--- config.mk ---
export PLATFORM = sky130hd
export DESIGN_NAME = rv_iopmp_dl_seq_flat
export DESIGN_NICKNAME = d
export VERILOG_FILES = /design/src/rtl/rv_iopmp_pkg.sv /design/src/rtl/rv_iopmp_dl_seq_if.sv /design/src/rtl/rv_iopmp_dl_md_mask.sv /design/src/rtl/rv_iopmp_dl_seq.sv /design/src/flat_wrapper.sv
export SDC_FILE = /design/constraint.sdc
export NUM_CORES = 1
export LEC_CHECK = 0
export ABC_CLOCK_PERIOD_IN_PS = 4500
export BUFFER_PORTS_ARGS = -buffer_cell sky130_fd_sc_hd__buf_2
export CAP_MARGIN = 40
export CORE_MARGIN = 4
export CORE_UTILIZATION = 51
export CTS_CLUSTER_DIAMETER = 80
export CTS_CLUSTER_SIZE = 12
export DETAILED_ROUTE_END_ITERATION = 16
export HOLD_SLACK_MARGIN = 0.15
export PLACE_DENSITY_LB_ADDON = 0.05
export SYNTH_ARGS = -nofsm -noshare
export SYNTH_HDL_FRONTEND = slang
export SYNTH_SLANG_ARGS = --single-unit
--- constraint.sdc ---
create_clock -name clk_i -period 4.5 [get_ports clk_i]
set_input_delay 0.9 -clock clk_i [delete_from_list [all_inputs] [get_ports clk_i]]
set_output_delay 0.9 -clock clk_i [all_outputs]
set_load 0.1 [all_outputs]
--- src/rtl/rv_iopmp_pkg.sv ---
// Shared types and constants for the sequential IOPMP decision logic.
// Holds the default configuration, FSM state encoding, table entry layouts and error codes.
package rv_iopmp_pkg;

  localparam int DL_SID_WIDTH        = 8;
  localparam int DL_NUMBER_MDS       = 2;
  localparam int DL_NUMBER_ENTRIES   = 32;
  localparam int DL_NUMBER_MASTERS   = 2;
  localparam int DL_NUMBER_INSTANCES = 8;

  typedef enum logic [1:0] {ACC_READ, ACC_WRITE, ACC_EXEC} access_t;

  typedef enum logic [1:0] {DL_IDLE, DL_SCAN, DL_RESP} dl_state_e;

  localparam logic [2:0] ERR_NONE        = 3'd0;
  localparam logic [2:0] ERR_ILL_READ    = 3'd1;
  localparam logic [2:0] ERR_ILL_WRITE   = 3'd2;
  localparam logic [2:0] ERR_ILL_EXEC    = 3'd3;
  localparam logic [2:0] ERR_NO_HIT      = 3'd5;
  localparam logic [2:0] ERR_UNKNOWN_SID = 3'd6;

  typedef struct packed {
    logic [DL_NUMBER_MDS-1:0] md;
  } srcmd_entry_t;

  typedef struct packed {
    logic [15:0] t;
  } mdcfg_entry_t;

  function automatic logic [2:0] access_err(access_t acc);
    logic [2:0] code;
    case (acc)
      ACC_READ:  code = ERR_ILL_READ;
      ACC_WRITE: code = ERR_ILL_WRITE;
      ACC_EXEC:  code = ERR_ILL_EXEC;
      default:   code = ERR_ILL_READ;
    endcase
    return code;
  endfunction

endpackage

--- src/rtl/rv_iopmp_dl_seq_if.sv ---
// Request/response handshake bundle between the transaction front-end and the decision logic.
// master drives requests and consumes decisions; slave is the decision logic itself.
interface rv_iopmp_dl_seq_if;

  logic                                   enable_i;
  logic                                   req_valid_i;
  logic                                   req_ready_o;
  logic [rv_iopmp_pkg::DL_SID_WIDTH-1:0]  sid_i;
  rv_iopmp_pkg::access_t                  access_type_i;
  logic                                   rsp_valid_o;
  logic                                   rsp_ready_i;
  logic                                   allow_transaction_o;
  logic                                   err_transaction_o;
  logic [2:0]                             err_type_o;
  logic [15:0]                            err_entry_index_o;

  modport master (
    output enable_i, req_valid_i, sid_i, access_type_i, rsp_ready_i,
    input  req_ready_o, rsp_valid_o, allow_transaction_o, err_transaction_o,
           err_type_o, err_entry_index_o
  );

  modport slave (
    input  enable_i, req_valid_i, sid_i, access_type_i, rsp_ready_i,
    output req_ready_o, rsp_valid_o, allow_transaction_o, err_transaction_o,
           err_type_o, err_entry_index_o
  );

endinterface

--- src/rtl/rv_iopmp_dl_md_mask.sv ---
// Marks which slots of the current window hold entries owned by the requesting SID's memory domains.
// MD m owns entries [mdcfg[m-1].t, mdcfg[m].t); with a single master every in-range entry is owned.
module rv_iopmp_dl_md_mask
  import rv_iopmp_pkg::*;
#(
  parameter int SID_WIDTH        = DL_SID_WIDTH,
  parameter int NUMBER_MDS       = DL_NUMBER_MDS,
  parameter int NUMBER_ENTRIES   = DL_NUMBER_ENTRIES,
  parameter int NUMBER_MASTERS   = DL_NUMBER_MASTERS,
  parameter int NUMBER_INSTANCES = DL_NUMBER_INSTANCES
) (
  input  logic [SID_WIDTH-1:0]        sid,
  input  logic [8:0]                  offset,
  input  srcmd_entry_t                srcmd_table [NUMBER_MASTERS],
  input  mdcfg_entry_t                mdcfg_table [NUMBER_MDS],
  output logic [NUMBER_INSTANCES-1:0] valid_mask
);

  logic [DL_NUMBER_MDS-1:0] md_bits;
  logic                     in_md;
  int                       lo;
  int                       idx;

  always_comb begin
    md_bits    = '0;
    in_md      = 1'b0;
    lo         = 0;
    idx        = 0;
    valid_mask = '0;
    for (int s = 0; s < NUMBER_MASTERS; s++) begin
      if (sid == SID_WIDTH'(s)) md_bits = srcmd_table[s].md;
    end
    for (int k = 0; k < NUMBER_INSTANCES; k++) begin
      in_md = 1'b0;
      lo    = 0;
      idx   = int'(offset) + k;
      for (int m = 0; m < NUMBER_MDS; m++) begin
        if (idx >= lo && idx < int'(mdcfg_table[m].t)) in_md = in_md | md_bits[m];
        lo = int'(mdcfg_table[m].t);
      end
      valid_mask[k] = (idx < NUMBER_ENTRIES) && ((NUMBER_MASTERS == 1) || in_md);
    end
  end

endmodule

--- src/rtl/rv_iopmp_dl_seq.sv ---
// Multi-cycle IOPMP decision logic: scans the entry table one window per cycle and returns
// allow/deny with error info; priority entries decide immediately, the rest after the last window.
module rv_iopmp_dl_seq
  import rv_iopmp_pkg::*;
#(
  parameter int SID_WIDTH        = DL_SID_WIDTH,
  parameter int NUMBER_MDS       = DL_NUMBER_MDS,
  parameter int NUMBER_ENTRIES   = DL_NUMBER_ENTRIES,
  parameter int NUMBER_MASTERS   = DL_NUMBER_MASTERS,
  parameter int NUMBER_INSTANCES = DL_NUMBER_INSTANCES
) (
  input  logic                        clk_i,
  input  logic                        rst_i,
  rv_iopmp_dl_seq_if.slave            bus,
  input  logic [15:0]                 prio_entry_i,
  output logic [8:0]                  entry_offset_o,
  input  logic [NUMBER_INSTANCES-1:0] entry_match_i,
  input  logic [NUMBER_INSTANCES-1:0] entry_allow_i,
  input  srcmd_entry_t                srcmd_table_i [NUMBER_MASTERS],
  input  mdcfg_entry_t                mdcfg_table_i [NUMBER_MDS]
);

  localparam int NUM_WIN = (NUMBER_ENTRIES + NUMBER_INSTANCES - 1) / NUMBER_INSTANCES;
  localparam int CNT_W   = $clog2(NUM_WIN) + 1;

  dl_state_e            state_q, state_n;
  logic [CNT_W-1:0]     win_q, win_n;
  logic [SID_WIDTH-1:0] sid_q, sid_n;
  access_t              acc_q, acc_n;
  logic                 any_allow_q, any_allow_n;
  logic                 deny_found_q, deny_found_n;
  logic [15:0]          deny_idx_q, deny_idx_n;
  logic                 allow_q, allow_n;
  logic [2:0]           err_type_q, err_type_n;
  logic [15:0]          err_idx_q, err_idx_n;

  logic [NUMBER_INSTANCES-1:0] slot_valid;
  logic                        prio_hit, prio_allow, win_allow, win_deny;
  logic [15:0]                 prio_idx, win_deny_idx, slot_idx;
  logic                        acc_allow, acc_deny_found;
  logic [15:0]                 acc_deny_idx;

  assign entry_offset_o = (state_q == DL_SCAN) ? 9'(win_q) * 9'(NUMBER_INSTANCES) : 9'd0;

  rv_iopmp_dl_md_mask #(
    .SID_WIDTH        (SID_WIDTH),
    .NUMBER_MDS       (NUMBER_MDS),
    .NUMBER_ENTRIES   (NUMBER_ENTRIES),
    .NUMBER_MASTERS   (NUMBER_MASTERS),
    .NUMBER_INSTANCES (NUMBER_INSTANCES)
  ) u_md_mask (
    .sid         (sid_q),
    .offset      (entry_offset_o),
    .srcmd_table (srcmd_table_i),
    .mdcfg_table (mdcfg_table_i),
    .valid_mask  (slot_valid)
  );

  // Slots run in ascending index order, so priority slots of a straddling window come first.
  always_comb begin
    prio_hit     = 1'b0;
    prio_allow   = 1'b0;
    prio_idx     = '0;
    win_allow    = 1'b0;
    win_deny     = 1'b0;
    win_deny_idx = '0;
    slot_idx     = '0;
    for (int k = 0; k < NUMBER_INSTANCES; k++) begin
      slot_idx = 16'(entry_offset_o) + 16'(k);
      if (slot_valid[k] && entry_match_i[k]) begin
        if (slot_idx < prio_entry_i) begin
          if (!prio_hit) begin
            prio_hit   = 1'b1;
            prio_allow = entry_allow_i[k];
            prio_idx   = slot_idx;
          end
        end else if (entry_allow_i[k]) begin
          win_allow = 1'b1;
        end else if (!win_deny) begin
          win_deny     = 1'b1;
          win_deny_idx = slot_idx;
        end
      end
    end
    acc_allow      = any_allow_q | win_allow;
    acc_deny_found = deny_found_q | win_deny;
    acc_deny_idx   = deny_found_q ? deny_idx_q : win_deny_idx;
  end

  always_comb begin
    state_n      = state_q;
    win_n        = win_q;
    sid_n        = sid_q;
    acc_n        = acc_q;
    any_allow_n  = any_allow_q;
    deny_found_n = deny_found_q;
    deny_idx_n   = deny_idx_q;
    allow_n      = allow_q;
    err_type_n   = err_type_q;
    err_idx_n    = err_idx_q;
    case (state_q)
      DL_IDLE: begin
        if (bus.req_valid_i) begin
          sid_n        = bus.sid_i;
          acc_n        = bus.access_type_i;
          win_n        = '0;
          any_allow_n  = 1'b0;
          deny_found_n = 1'b0;
          deny_idx_n   = '0;
          if (!bus.enable_i) begin
            state_n    = DL_RESP;
            allow_n    = 1'b1;
            err_type_n = ERR_NONE;
            err_idx_n  = '0;
          end else if (NUMBER_MASTERS > 1 && int'(bus.sid_i) >= NUMBER_MASTERS) begin
            state_n    = DL_RESP;
            allow_n    = 1'b0;
            err_type_n = ERR_UNKNOWN_SID;
            err_idx_n  = '0;
          end else begin
            state_n = DL_SCAN;
          end
        end
      end
      DL_SCAN: begin
        if (prio_hit) begin
          state_n    = DL_RESP;
          allow_n    = prio_allow;
          err_type_n = prio_allow ? ERR_NONE : access_err(acc_q);
          err_idx_n  = prio_allow ? 16'd0 : prio_idx;
        end else if (win_q == CNT_W'(NUM_WIN - 1)) begin
          state_n    = DL_RESP;
          allow_n    = acc_allow;
          err_type_n = acc_allow ? ERR_NONE : (acc_deny_found ? access_err(acc_q) : ERR_NO_HIT);
          err_idx_n  = (acc_allow || !acc_deny_found) ? 16'd0 : acc_deny_idx;
        end else begin
          win_n        = win_q + 1'b1;
          any_allow_n  = acc_allow;
          deny_found_n = acc_deny_found;
          deny_idx_n   = acc_deny_idx;
        end
      end
      DL_RESP: begin
        if (bus.rsp_ready_i) state_n = DL_IDLE;
      end
      default: state_n = DL_IDLE;
    endcase
  end

  always_ff @(posedge clk_i) begin
    if (rst_i) begin
      state_q      <= DL_IDLE;
      win_q        <= '0;
      sid_q        <= '0;
      acc_q        <= ACC_READ;
      any_allow_q  <= 1'b0;
      deny_found_q <= 1'b0;
      deny_idx_q   <= '0;
      allow_q      <= 1'b0;
      err_type_q   <= ERR_NONE;
      err_idx_q    <= '0;
    end else begin
      state_q      <= state_n;
      win_q        <= win_n;
      sid_q        <= sid_n;
      acc_q        <= acc_n;
      any_allow_q  <= any_allow_n;
      deny_found_q <= deny_found_n;
      deny_idx_q   <= deny_idx_n;
      allow_q      <= allow_n;
      err_type_q   <= err_type_n;
      err_idx_q    <= err_idx_n;
    end
  end

  assign bus.req_ready_o         = (state_q == DL_IDLE);
  assign bus.rsp_valid_o         = (state_q == DL_RESP);
  assign bus.allow_transaction_o = allow_q;
  assign bus.err_transaction_o   = (state_q == DL_RESP) & ~allow_q;
  assign bus.err_type_o          = err_type_q;
  assign bus.err_entry_index_o   = err_idx_q;

endmodule

--- src/flat_wrapper.sv ---
// flat-port wrapper written by rule: the top's interface ports become plain ports
module rv_iopmp_dl_seq_flat import rv_iopmp_pkg::*;
#(
  parameter int SID_WIDTH        = DL_SID_WIDTH,
  parameter int NUMBER_MDS       = DL_NUMBER_MDS,
  parameter int NUMBER_ENTRIES   = DL_NUMBER_ENTRIES,
  parameter int NUMBER_MASTERS   = DL_NUMBER_MASTERS,
  parameter int NUMBER_INSTANCES = DL_NUMBER_INSTANCES
)
  (clk_i, rst_i, prio_entry_i, entry_offset_o, entry_match_i, entry_allow_i, srcmd_table_i, mdcfg_table_i, bus_enable_i, bus_req_valid_i, bus_sid_i, bus_access_type_i, bus_rsp_ready_i, bus_req_ready_o, bus_rsp_valid_o, bus_allow_transaction_o, bus_err_transaction_o, bus_err_type_o, bus_err_entry_index_o);
  rv_iopmp_dl_seq_if bus_i ();
  input  logic clk_i;
  input  logic rst_i;
  input  logic [15:0] prio_entry_i;
  output logic [8:0] entry_offset_o;
  input  logic [NUMBER_INSTANCES-1:0] entry_match_i;
  input  logic [NUMBER_INSTANCES-1:0] entry_allow_i;
  input  srcmd_entry_t srcmd_table_i[NUMBER_MASTERS];
  input  mdcfg_entry_t mdcfg_table_i[NUMBER_MDS];
  input wire logic [$bits(bus_i.enable_i)-1:0] bus_enable_i;
  input wire logic [$bits(bus_i.req_valid_i)-1:0] bus_req_valid_i;
  input wire logic [$bits(bus_i.sid_i)-1:0] bus_sid_i;
  input wire logic [$bits(bus_i.access_type_i)-1:0] bus_access_type_i;
  input wire logic [$bits(bus_i.rsp_ready_i)-1:0] bus_rsp_ready_i;
  output wire logic [$bits(bus_i.req_ready_o)-1:0] bus_req_ready_o;
  output wire logic [$bits(bus_i.rsp_valid_o)-1:0] bus_rsp_valid_o;
  output wire logic [$bits(bus_i.allow_transaction_o)-1:0] bus_allow_transaction_o;
  output wire logic [$bits(bus_i.err_transaction_o)-1:0] bus_err_transaction_o;
  output wire logic [$bits(bus_i.err_type_o)-1:0] bus_err_type_o;
  output wire logic [$bits(bus_i.err_entry_index_o)-1:0] bus_err_entry_index_o;
  assign bus_i.enable_i = bus_enable_i;
  assign bus_i.req_valid_i = bus_req_valid_i;
  assign bus_i.sid_i = bus_sid_i;
  assign bus_i.access_type_i = bus_access_type_i;
  assign bus_i.rsp_ready_i = bus_rsp_ready_i;
  assign bus_req_ready_o = bus_i.req_ready_o;
  assign bus_rsp_valid_o = bus_i.rsp_valid_o;
  assign bus_allow_transaction_o = bus_i.allow_transaction_o;
  assign bus_err_transaction_o = bus_i.err_transaction_o;
  assign bus_err_type_o = bus_i.err_type_o;
  assign bus_err_entry_index_o = bus_i.err_entry_index_o;
  rv_iopmp_dl_seq #(.SID_WIDTH(SID_WIDTH), .NUMBER_MDS(NUMBER_MDS), .NUMBER_ENTRIES(NUMBER_ENTRIES), .NUMBER_MASTERS(NUMBER_MASTERS), .NUMBER_INSTANCES(NUMBER_INSTANCES)) u_core (.clk_i(clk_i), .rst_i(rst_i), .bus(bus_i), .prio_entry_i(prio_entry_i), .entry_offset_o(entry_offset_o), .entry_match_i(entry_match_i), .entry_allow_i(entry_allow_i), .srcmd_table_i(srcmd_table_i), .mdcfg_table_i(mdcfg_table_i));
endmodule
## After elaboration in Yosys (flattened, before gate mapping)

Index checks and enable logic that the tools add are counted.
W data, S select, Z words.

| word-level totals | value |
|---|---|
| bits in registers | 53 |
| input port bits | 83 |
| output and inout bits | 32 |
| word-level logic and storage cells | 346 |

| operators by class | value |
|---|---|
| add/sub/neg operators | 15 |
| order comparisons | 49 |
| eq/ne operators | 12 |
| multiplexer cells | 207 |
| bitwise operators | 12 |
| reduce and logical (&&, ||, !) cells | 41 |

Operator list:

| operator | count |
|---|---|
| $mux W16 | 63 |
| $lt A10 B16 Y1 | 14 |
| $mux W1 | 113 |
| $ge A10 B16 Y1 | 7 |
| $lt A16 B16 Y1 | 7 |
| $add A9 B3 Y10 const B | 8 |
| $ge A10 B1 Y1 const B | 7 |
| $lt A10 B6 Y1 const B | 7 |
| $pmux W16 S2 | 2 |
| $lt A9 B16 Y1 | 3 |
| $add A9 B2 Y10 const B | 4 |
| $logic_and A1 B1 Y1 | 32 |
| $mux W3 | 10 |
| $add A9 B1 Y10 const B | 2 |
| $mux W2 | 9 |
| $mux W9 | 2 |
| $ge A9 B16 Y1 | 1 |
| $pmux W3 S2 | 2 |
| $or A1 B1 Y1 | 10 |
| $ge A9 B1 Y1 const B | 1 |
| $lt A9 B6 Y1 const B | 1 |
| $eq A8 B1 Y1 const B | 1 |
| $ge A8 B2 Y1 const B | 1 |
| $logic_not A8 Y1 | 1 |
| other kinds (19) | 28 |

## Logic depth before layout (Yosys ltp)

Gate-level depths: netlist (run 1).

| logic depth | value |
|---|---|
| depth after elaboration | 43 |
| depth in mapped cells | 19 |
| mapped depth without buffers | 15 |

## Cells and area by module

From an unflattened synthesis (run 1), not the netlist that was laid out.

| unflattened totals | value |
|---|---|
| cells, all modules | 946 |
| area, all modules | 7,450.9 um^2 |

Modules (own cells, without submodules):

| module | times used | cells each | area an instance (um^2) | seq. area each (um^2) |
|---|---|---|---|---|
| rv_iopmp_dl_md_mask | 1 | 576 | 4,396.7 | 0.0 |
| rv_iopmp_dl_seq | 1 | 370 | 3,054.2 | 1,061.0 |

## Worst setup path before layout (run 1)

OpenSTA, ideal clock, no wires.

| timing | value |
|---|---|
| path type | reg2reg |
| start | reg u_core.state_q[0] |
| end | reg u_core.err_idx_q[0] (netlist: u_core.bus.err_entry_index_o[0]) |
| library setup time | 87 ps |
| arrival | 4,508 ps |
| data required time | 4,413 ps |
| path slack | -95 ps |
| cell stages (with the launch flop) | 16 |
| path buffers | 2 |
| clock period less this slack | 4,595 ps |
| path through | dfxtp_1 -> clkbuf_1 -> nand3b_1 -> clkbuf_1 -> inv_1 -> ha_1 -> and4bb_2 -> a22o_1 -> a311oi_1 -> a31oi_1 -> a2111oi_1 -> nor2_1 -> nor4bb_1 -> o31a_1 -> or4_4 -> o31ai_1 |

| on the way | value |
|---|---|
| cells in the longest elaborated chain, start to end | 43 |
| elaborated cells between the ends (all ways) | 274 |
| those cells by class | add/sub (14); order compare (48); eq/ne (4); mux (161); bitwise (10); reduce/logical (37) |

RTL lines:

| item | RTL line | RTL |
|---|---|---|
| start: declaration | rv_iopmp_dl_seq.sv:26 | `dl_state_e state_q, state_n;` |
| start signal: assignment | rv_iopmp_dl_seq.sv:163 | `state_q <= state_n;` |
| $eq A2 B1 Y1 (*) | rv_iopmp_dl_seq.sv:43 | `assign entry_offset_o = (state_q == DL_SCAN) ? 9'(win_q) * 9'(NUMBER_INSTANCES) : 9'd0;` |
| $mux W6 (*) | rv_iopmp_dl_seq.sv:43 |  |
| named net entry_offset_o[5] | flat_wrapper.sv:15 | `output logic [8:0] entry_offset_o;` |
| parallel branches: the longest is 41 deep, another holds $lt A10 B16 Y1 | n/a |  |
| end signal: assignment | rv_iopmp_dl_seq.sv:172 | `err_idx_q <= err_idx_n;` |
| end: declaration | rv_iopmp_dl_seq.sv:35 | `logic [15:0] err_idx_q, err_idx_n;` |

Mark *: on every way through the listed nets, which the timed path passes. The select of a mux whose other input is x is not followed.
A chain may end at the register's enable or synchronous reset.

## Final worst setup path (run 1)

| timing | value |
|---|---|
| start | reg u_core.state_q[1] |
| end | reg u_core.err_idx_q[0] (netlist: u_core.bus.err_entry_index_o[0]) |

| on the way | value |
|---|---|
| cells in the longest elaborated chain, start to end | 43 |
| elaborated cells between the ends (all ways) | 274 |
| those cells by class | add/sub (14); order compare (48); eq/ne (4); mux (161); bitwise (10); reduce/logical (37) |

RTL lines:

| item |
|---|
| parallel branches: the longest is 43 deep, another holds $lt A10 B16 Y1 |

Several ways; the timed one is not identified. The select of a mux whose other input is x is not followed.

==> impl_metrics.csv, run 1 <==
group,metric,value,unit
status,outcome,"complete, no violations",
place,place_area,4380,µm²
clock_network,root_buffer,"clkbuf_8",
worst_setup_path,endpoint_kind,"register",
worst_setup_path,path_cells,"nand3b_1, clkinvlp_4, ha_1, and4bb_2, o21ai_2, a2111o_1, o22ai_1, nand4_1, and4b_1, nor4bb_1, buf_2, o31a_1, or4_4, o31ai_1",
clock_network,clock_path_buffers,2,
cells_and_area,final_common_cell,"buf_2",
cells_and_area,fillers,646,
die,pin_count,115,
timing,fmax,237,MHz
worst_hold_path,hold_path_depth,2,
timing,whs,461,ps
place,place_congestion,0.937,
global_routing,gr-total-overflow,0,
pwr,peakVddDrop,0.182,mV
worst_hold_path,holdPathEnd,"u_core.acc_q[1]",
cells_and_area,area_growth,21.6,%
worst_setup_path,worstPathArrival,4450,ps
yosys,synthCells,466,
clock_network,cts-htree-levels,2,
die,start_util,53.5,%
route,postRouteAntennaNets,0,
route,dr_total_vias,3910,
yosys,ys.flop_type,"dfxtp_1",
yosys,post-synth-top-area-cell,"dfxtp_1",
cells_and_area,drive_gt1_share,28.2,%
yosys,synth.avg_cell_area,7.97,µm²
worst_setup_path,critPathKind,"reg2reg",
timing,setup_viol_count_final,0,
worst_hold_path,hp-class,"reg2reg",
global_routing,grtUsageTotal,24.3,%
timing,drv_slew,0,
die,fp.dieW,93.3,µm
yosys,ys_top_cells_by_area,"dfxtp_1 (29%), nand2_1 (6.3%), ha_1 (5.1%)",
place,dp_hpwl,8.51,mm
global_routing,grt_pass1_wl,17.1,mm
yosys,synth_seq_cells,53,
worst_setup_path,worst-r2r-cell-count,14,
cells_and_area,final_cell_mix,"buf_2 (109), nand2_1 (61), dfxtp_1 (52)",
global_routing,grt_start_max_net_pins,28,
worst_setup_path,crit_fanout,9,
cells_and_area,fin_area,4510,µm²
route,drt-initial-drc-count,348,
global_routing,grt_antenna_before_repair,0,
route,wl,10.5,mm
timing,final.setup_skew,12.6,ps
yosys,synth_cell_types,79,
clock_network,clk_pin_slew_worst_paths,100,ps
yosys,synth_warnings,0,
place,post-place-cells,667,
route,drtPass1Iterations,5,
global_routing,first_global_vias,3693,
timing,relSlewSlack,58.2,%
worst_setup_path,worstPathRequired,4730,ps
yosys,ys_async_sr_fraction,0,%
worst_setup_path,path_buf_inv,2,
pwr,power.total,1.04,mW
die,die_area,8710,µm²
die,fp-row-count,30,
yosys,synthesis.area,3710,µm²
worst_setup_path,crit_family,"simple AND/OR/NAND/NOR gates",
place,numPortBuffers,108,
place,dp_slack,-59.2,ps
cells_and_area,n_antenna_cell,0,
die,die_h,93.3,µm
timing,finalCriticalPeriod,4220,ps
yosys,yosysTopAreaCellShare,28.6,%
clock_network,insertion_delay,320,ps
worst_setup_path,startpoint_type,"register",
clock_network,numClockSinks,53,
timing,fin_ws,281,ps
timing,finalCritPeriodShare,93.8,%
flow_run,cap_violations,0,
cells_and_area,fin_util,65.0,%
worst_hold_path,worstHoldStart,"u_core.acc_q[1]",
pwr,power_leakage,1.95,nW
yosys,synth_edf_count,0,
route,via_per_inst,5.79,
clock_network,cts_setup_buffers,0,
clock_network,cts_tree,"built",
clock_network,cts-buffers-inserted,5,
timing,fin_setup_tns,0,ps
pwr,p_per_area,231,nW/µm²
cells_and_area,final_cells,675,
timing,tightest_slew,622,ps
timing,hold_violations,0,
worst_setup_path,critPathSlowestCell,"dfxtp_2",
worst_setup_path,reg2reg_to,"u_core.bus.err_entry_index_o[0]",
die,core,6940,µm²
worst_setup_path,critPathMaxStageDelay,450,ps
route,drt-wirelength-per-cell,15.5,µm
worst_setup_path,r2r-start,"u_core.state_q[1]",
route,drc_errors,0,
yosys,yosysSeqAreaShare,28.6,%
cells_and_area,fin_nets,676,
worst_setup_path,r2r_slack,280,ps
clock_network,cts_hold_buf,0,
timing,grt_setup_unrepaired,"false",
cells in the mapped netlist (6+ instances only):
library cell / instances
and2_1: 18
o21ai_0: 22
ha_1: 15
nand2_1: 62
nor2_1: 27
buf_4: 6
dfxtp_1: 53
nand4_1: 9
a211oi_1: 11
a21o_1: 11
nand3_1: 7
a22o_1: 14
nor3_1: 6
nor4_1: 9
nor2b_1: 7
clkbuf_1: 8
nand2b_1: 6
a21oi_1: 34
inv_1: 24
registers in the layout, indices dropped and copies added (netlist names):
name and count:
u_core.deny_idx_q 16, u_core.deny_found_q 1, u_core.sid_q 8, u_core.acc_q 2, u_core.any_allow_q 1, u_core.win_q 3
u_core.bus.allow_transaction_o 1, u_core.bus.err_entry_index_o 16, u_core.bus.err_type_o 3, u_core.state_q 2
layout make-up:
class / instances / area (µm²) / area share (%)
sequential: 53 / 1060 / 23.5
clock buffer: 5 / 68.8 / 1.52
inverter: 24 / 93.8 / 2.08
tap: 96 / 120 / 2.66
multi-input combinational: 373 / 2500 / 55.3
clock inverter: 3 / 25.0 / 0.554
timing repair buffer: 121 / 648 / 14.4
report_power, final:
part           switching [mW]  internal [mW]  total [mW]
clock network           0.173          0.113       0.286
registers             0.00701          0.477       0.484
logic                   0.177         0.0978       0.274
total                   0.356          0.688        1.04
logic make-up after synthesis:
group | after synthesis | synth area share (%)
muxes | 5 | 1.55
other | 1 | 0.101
and+or+nand+nor | 197 | 30.2
AOI/OAI and AO/OA | 150 | 28.8
buffers and inverters | 45 | 5.69
adders and majority gates | 15 | 5.05
DFF | 53 | 28.6
worst max path at each step:
| stage | startpoint | end | cells past startpoint |
|---|---|---|---|
| floorplan | u_core.state_q[0] | u_core.bus.err_entry_index_o[0] | 16 |
| global placement | u_core.state_q[1] | u_core.bus.err_entry_index_o[0] | 14 |
| detailed placement | u_core.state_q[1] | u_core.bus.err_entry_index_o[0] | 15 |
| CTS | u_core.state_q[1] | u_core.bus.err_entry_index_o[0] | 15 |
| global route | u_core.state_q[0] | u_core.bus.err_entry_index_o[0] | 16 |
| finish | u_core.state_q[1] | u_core.bus.err_entry_index_o[0] | 14 |
what timing repair did:
action	CTS	global route
resized for setup	2	7
gates cloned	0	0
endpoints found under the setup margin	4	34
worst min-delay path: stages, from the launching register on:
cell	delay, ps
dfxtp_1	320
nand2_1	50
a21oi_1	50
routing by layer:
| layer | GRT usage (%) | part of all wire, % |
|---|---|---|
| met1 | 32.5 | 46 |
| met2 | 40.7 | 45 |
| met3 | 4.10 | 7.4 |
| met4 | 5.49 | 1.2 |
| met5 | 0 | 0 |
(Power assumes the default switching activity.)
==> inputs of run 2 (changes only) <==
SYNTH_HIERARCHICAL = 1   (was unset)
==> impl_metrics.csv, run 2 <==
group,metric,value,unit
status,outcome,"finished with violations",
status,violations,"setup timing",
die,start_util,52.9,%
worst_setup_path,endpoint_kind,"register",
yosys,synth_commonest_cells,"ha_1 (153), nand2_1 (86), a21oi_1 (82), nor2_1 (65), dfxtp_1 (53)",
timing,setup_viol_count_final,21,
clock_network,clock_path_buffers,2,
cells_and_area,final_common_cell,"ha_1",
yosys,ys_async_sr_fraction,0,%
yosys,synth.avg_cell_area,7.88,µm²
cells_and_area,seq_area,1070,µm²
clock_network,root_buffer,"clkbuf_16",
route,dr_total_vias,8519,
yosys,post-synth-top-area-cell,"ha_1",
route,drt-wirelength-per-cell,20.5,µm
timing,finalCriticalPeriod,4630,ps
yosys,synth_seq_cells,53,
timing,grt_setup_unrepaired,"true",
flow_run,cap_violations,0,
place,place_area,9170,µm²
place,place_congestion,1.00,
cells_and_area,n_antenna_cell,0,
worst_setup_path,critPathKind,"reg2reg",
die,pin_count,115,
yosys,synth_edf_count,0,
cells_and_area,fin_area,10300,µm²
yosys,synth_warnings,6,
yosys,ys.flop_type,"dfxtp_1",
clock_network,numClockSinks,53,
place,dp_slack,-237,ps
timing,relSlewSlack,55.2,%
pwr,peakVddDrop,0.299,mV
route,drtPass1Iterations,7,
cells_and_area,final_cell_mix,"ha_1 (150), buf_4 (136), buf_2 (108)",
yosys,synth_cell_types,88,
route,wl_met1,11.1,mm
yosys,synthesis.area,7450,µm²
global_routing,grtUsageTotal,31.2,%
clock_network,clk_pin_slew_worst_paths,80,ps
timing,finalCritPeriodShare,103,%
route,wl,28.7,mm
clock_network,insertion_delay,290,ps
die,die_h,129,µm
die,fp.dieW,129,µm
worst_setup_path,worstPathRequired,4690,ps
cells_and_area,fillers,1135,
route,wl_met2,13.7,mm
worst_setup_path,critPathMaxStageDelay,350,ps
global_routing,first_global_vias,7848,
worst_setup_path,startpoint_type,"register",
worst_setup_path,cpMostUsedCell,"buf_4",
worst_setup_path,crit_fanout,7,
worst_setup_path,critPathSlowestCell,"a211oi_4",
die,core,14100,µm²
place,numPortBuffers,108,
route,drt-initial-drc-count,606,
global_routing,grt_start_max_net_pins,27,
worst_hold_path,hp-class,"reg2reg",
clock_network,cts_tree,"built",
worst_setup_path,worstPathArrival,4810,ps
timing,final.setup_skew,9.00,ps
global_routing,grt_antenna_before_repair,0,
global_routing,gr-total-overflow,0,
pwr,power.total,1.57,mW
die,die_area,16600,µm²
clock_network,cts-buffers-inserted,5,
timing,fin_setup_tns,-1560,ps
timing,fmax,216,MHz
cells_and_area,multi_input_area,6810,µm²
global_routing,grt_pass1_wl,41.1,mm
route,dr_wl_met3,1.94,mm
route,top_layer,"met4",
route,postRouteAntennaNets,0,
timing,tightest_slew,672,ps
yosys,yosysSeqAreaShare,14.2,%
yosys,yosysTopAreaCellShare,25.7,%
cells_and_area,fin_nets,1451,
yosys,synthCells,946,
place,dp_hpwl,22.2,mm
cells_and_area,area_growth,37.9,%
route,drc_errors,0,
route,via_per_inst,6.10,
pwr,power_leakage,4.80,nW
timing,fin_ws,-125,ps
yosys,ys_top_cells_by_area,"ha_1 (26%), dfxtp_1 (14%), a21oi_1 (5.5%)",
timing,drv_slew,0,
cells_and_area,drive_gt1_share,32.6,%
yosys,synth_most_common_cell,"ha_1",
timing,hold_violations,0,
die,fp-row-count,43,
clock_network,cts-htree-levels,2,
pwr,p_per_area,153,nW/µm²
==> run 2: critical path, delay by kind of cell (launching register included) <==
family / cells / cell delay [ps]
DFF: 1 / 330
buffers and inverters: 7 / 1010
adders and majority gates: 1 / 190
xor gates and xnor gates: 1 / 130
and+or+nand+nor: 6 / 680
AOI/OAI and AO/OA: 10 / 2180
==> run 2: final cells by class <==
class                           count  area share (%)
Clock buffer                        5            1.22
Timing Repair Buffer              263            18.1
Tap cell                          180            2.19
Multi-Input combinational cell    849            66.2
Clock inverter                      3           0.280
Sequential cell                    53            10.4
Inverter                           43            1.61
==> run 2: metal layers <==
| metal | track usage [%] | up-vias |
|---|---|---|
| li1 | - | 4070 |
| met1 | 38.3 | 3964 |
| met2 | 52.7 | 386 |
| met3 | 2.57 | 99 |
| met4 | 19.2 | 0 |
| met5 | 0 | - |
==> run 2: path summary, 6_finish.rpt <==
path / startpoint / endpoint / slack, ps / cells after the start
max: u_core/state_q[1] / u_core/bus.err_entry_index_o[6] / -130 / 25
min reg2reg: u_core/sid_q[2] / u_core/sid_q[2] / 460 / 2
min: u_core/sid_q[2] / u_core/sid_q[2] / 460 / 2
max reg2reg: u_core/state_q[1] / u_core/bus.err_entry_index_o[6] / -130 / 25
==> run 2: what timing repair did <==
| action | CTS | global route |
|---|---|---|
| hold buffers | 0 | 0 |
| setup buffers | 1 | 37 |
| endpoints found under the setup margin | 28 | 43 |
| gates resized for setup | 9 | 109 |
| gates cloned | 0 | 3 |
| pin swaps | 1 | 67 |
==> run 2: logic make-up after synthesis <==
logic type / Yosys count / share of synthesized area [%]
AOI/OAI and AO/OA: 286 / 26.6
xor gates and xnor gates: 44 / 5.17
adders and majority gates: 153 / 25.7
buffers and inverters: 81 / 5.04
DFF: 53 / 14.2
muxes: 8 / 1.13
other: 1 / 0.0503
and+or+nand+nor: 320 / 22.1
==> run 2: where the power goes <==
part / total, mW / switching (mW) / internal (mW)
clock: 0.398 / 0.183 / 0.214
combinational: 0.694 / 0.415 / 0.279
sequential: 0.482 / 0.00567 / 0.477
total: 1.57 / 0.603 / 0.970
==> run 2: through the flow <==
step	hold WS, ps	cells	utilization, %
floorplan	436	982	-
finish	462	1396	72.9
global placement	444	1349	65.1
CTS	461	1358	66.7
detailed placement	448	1349	65.1
global route	478	1396	72.9
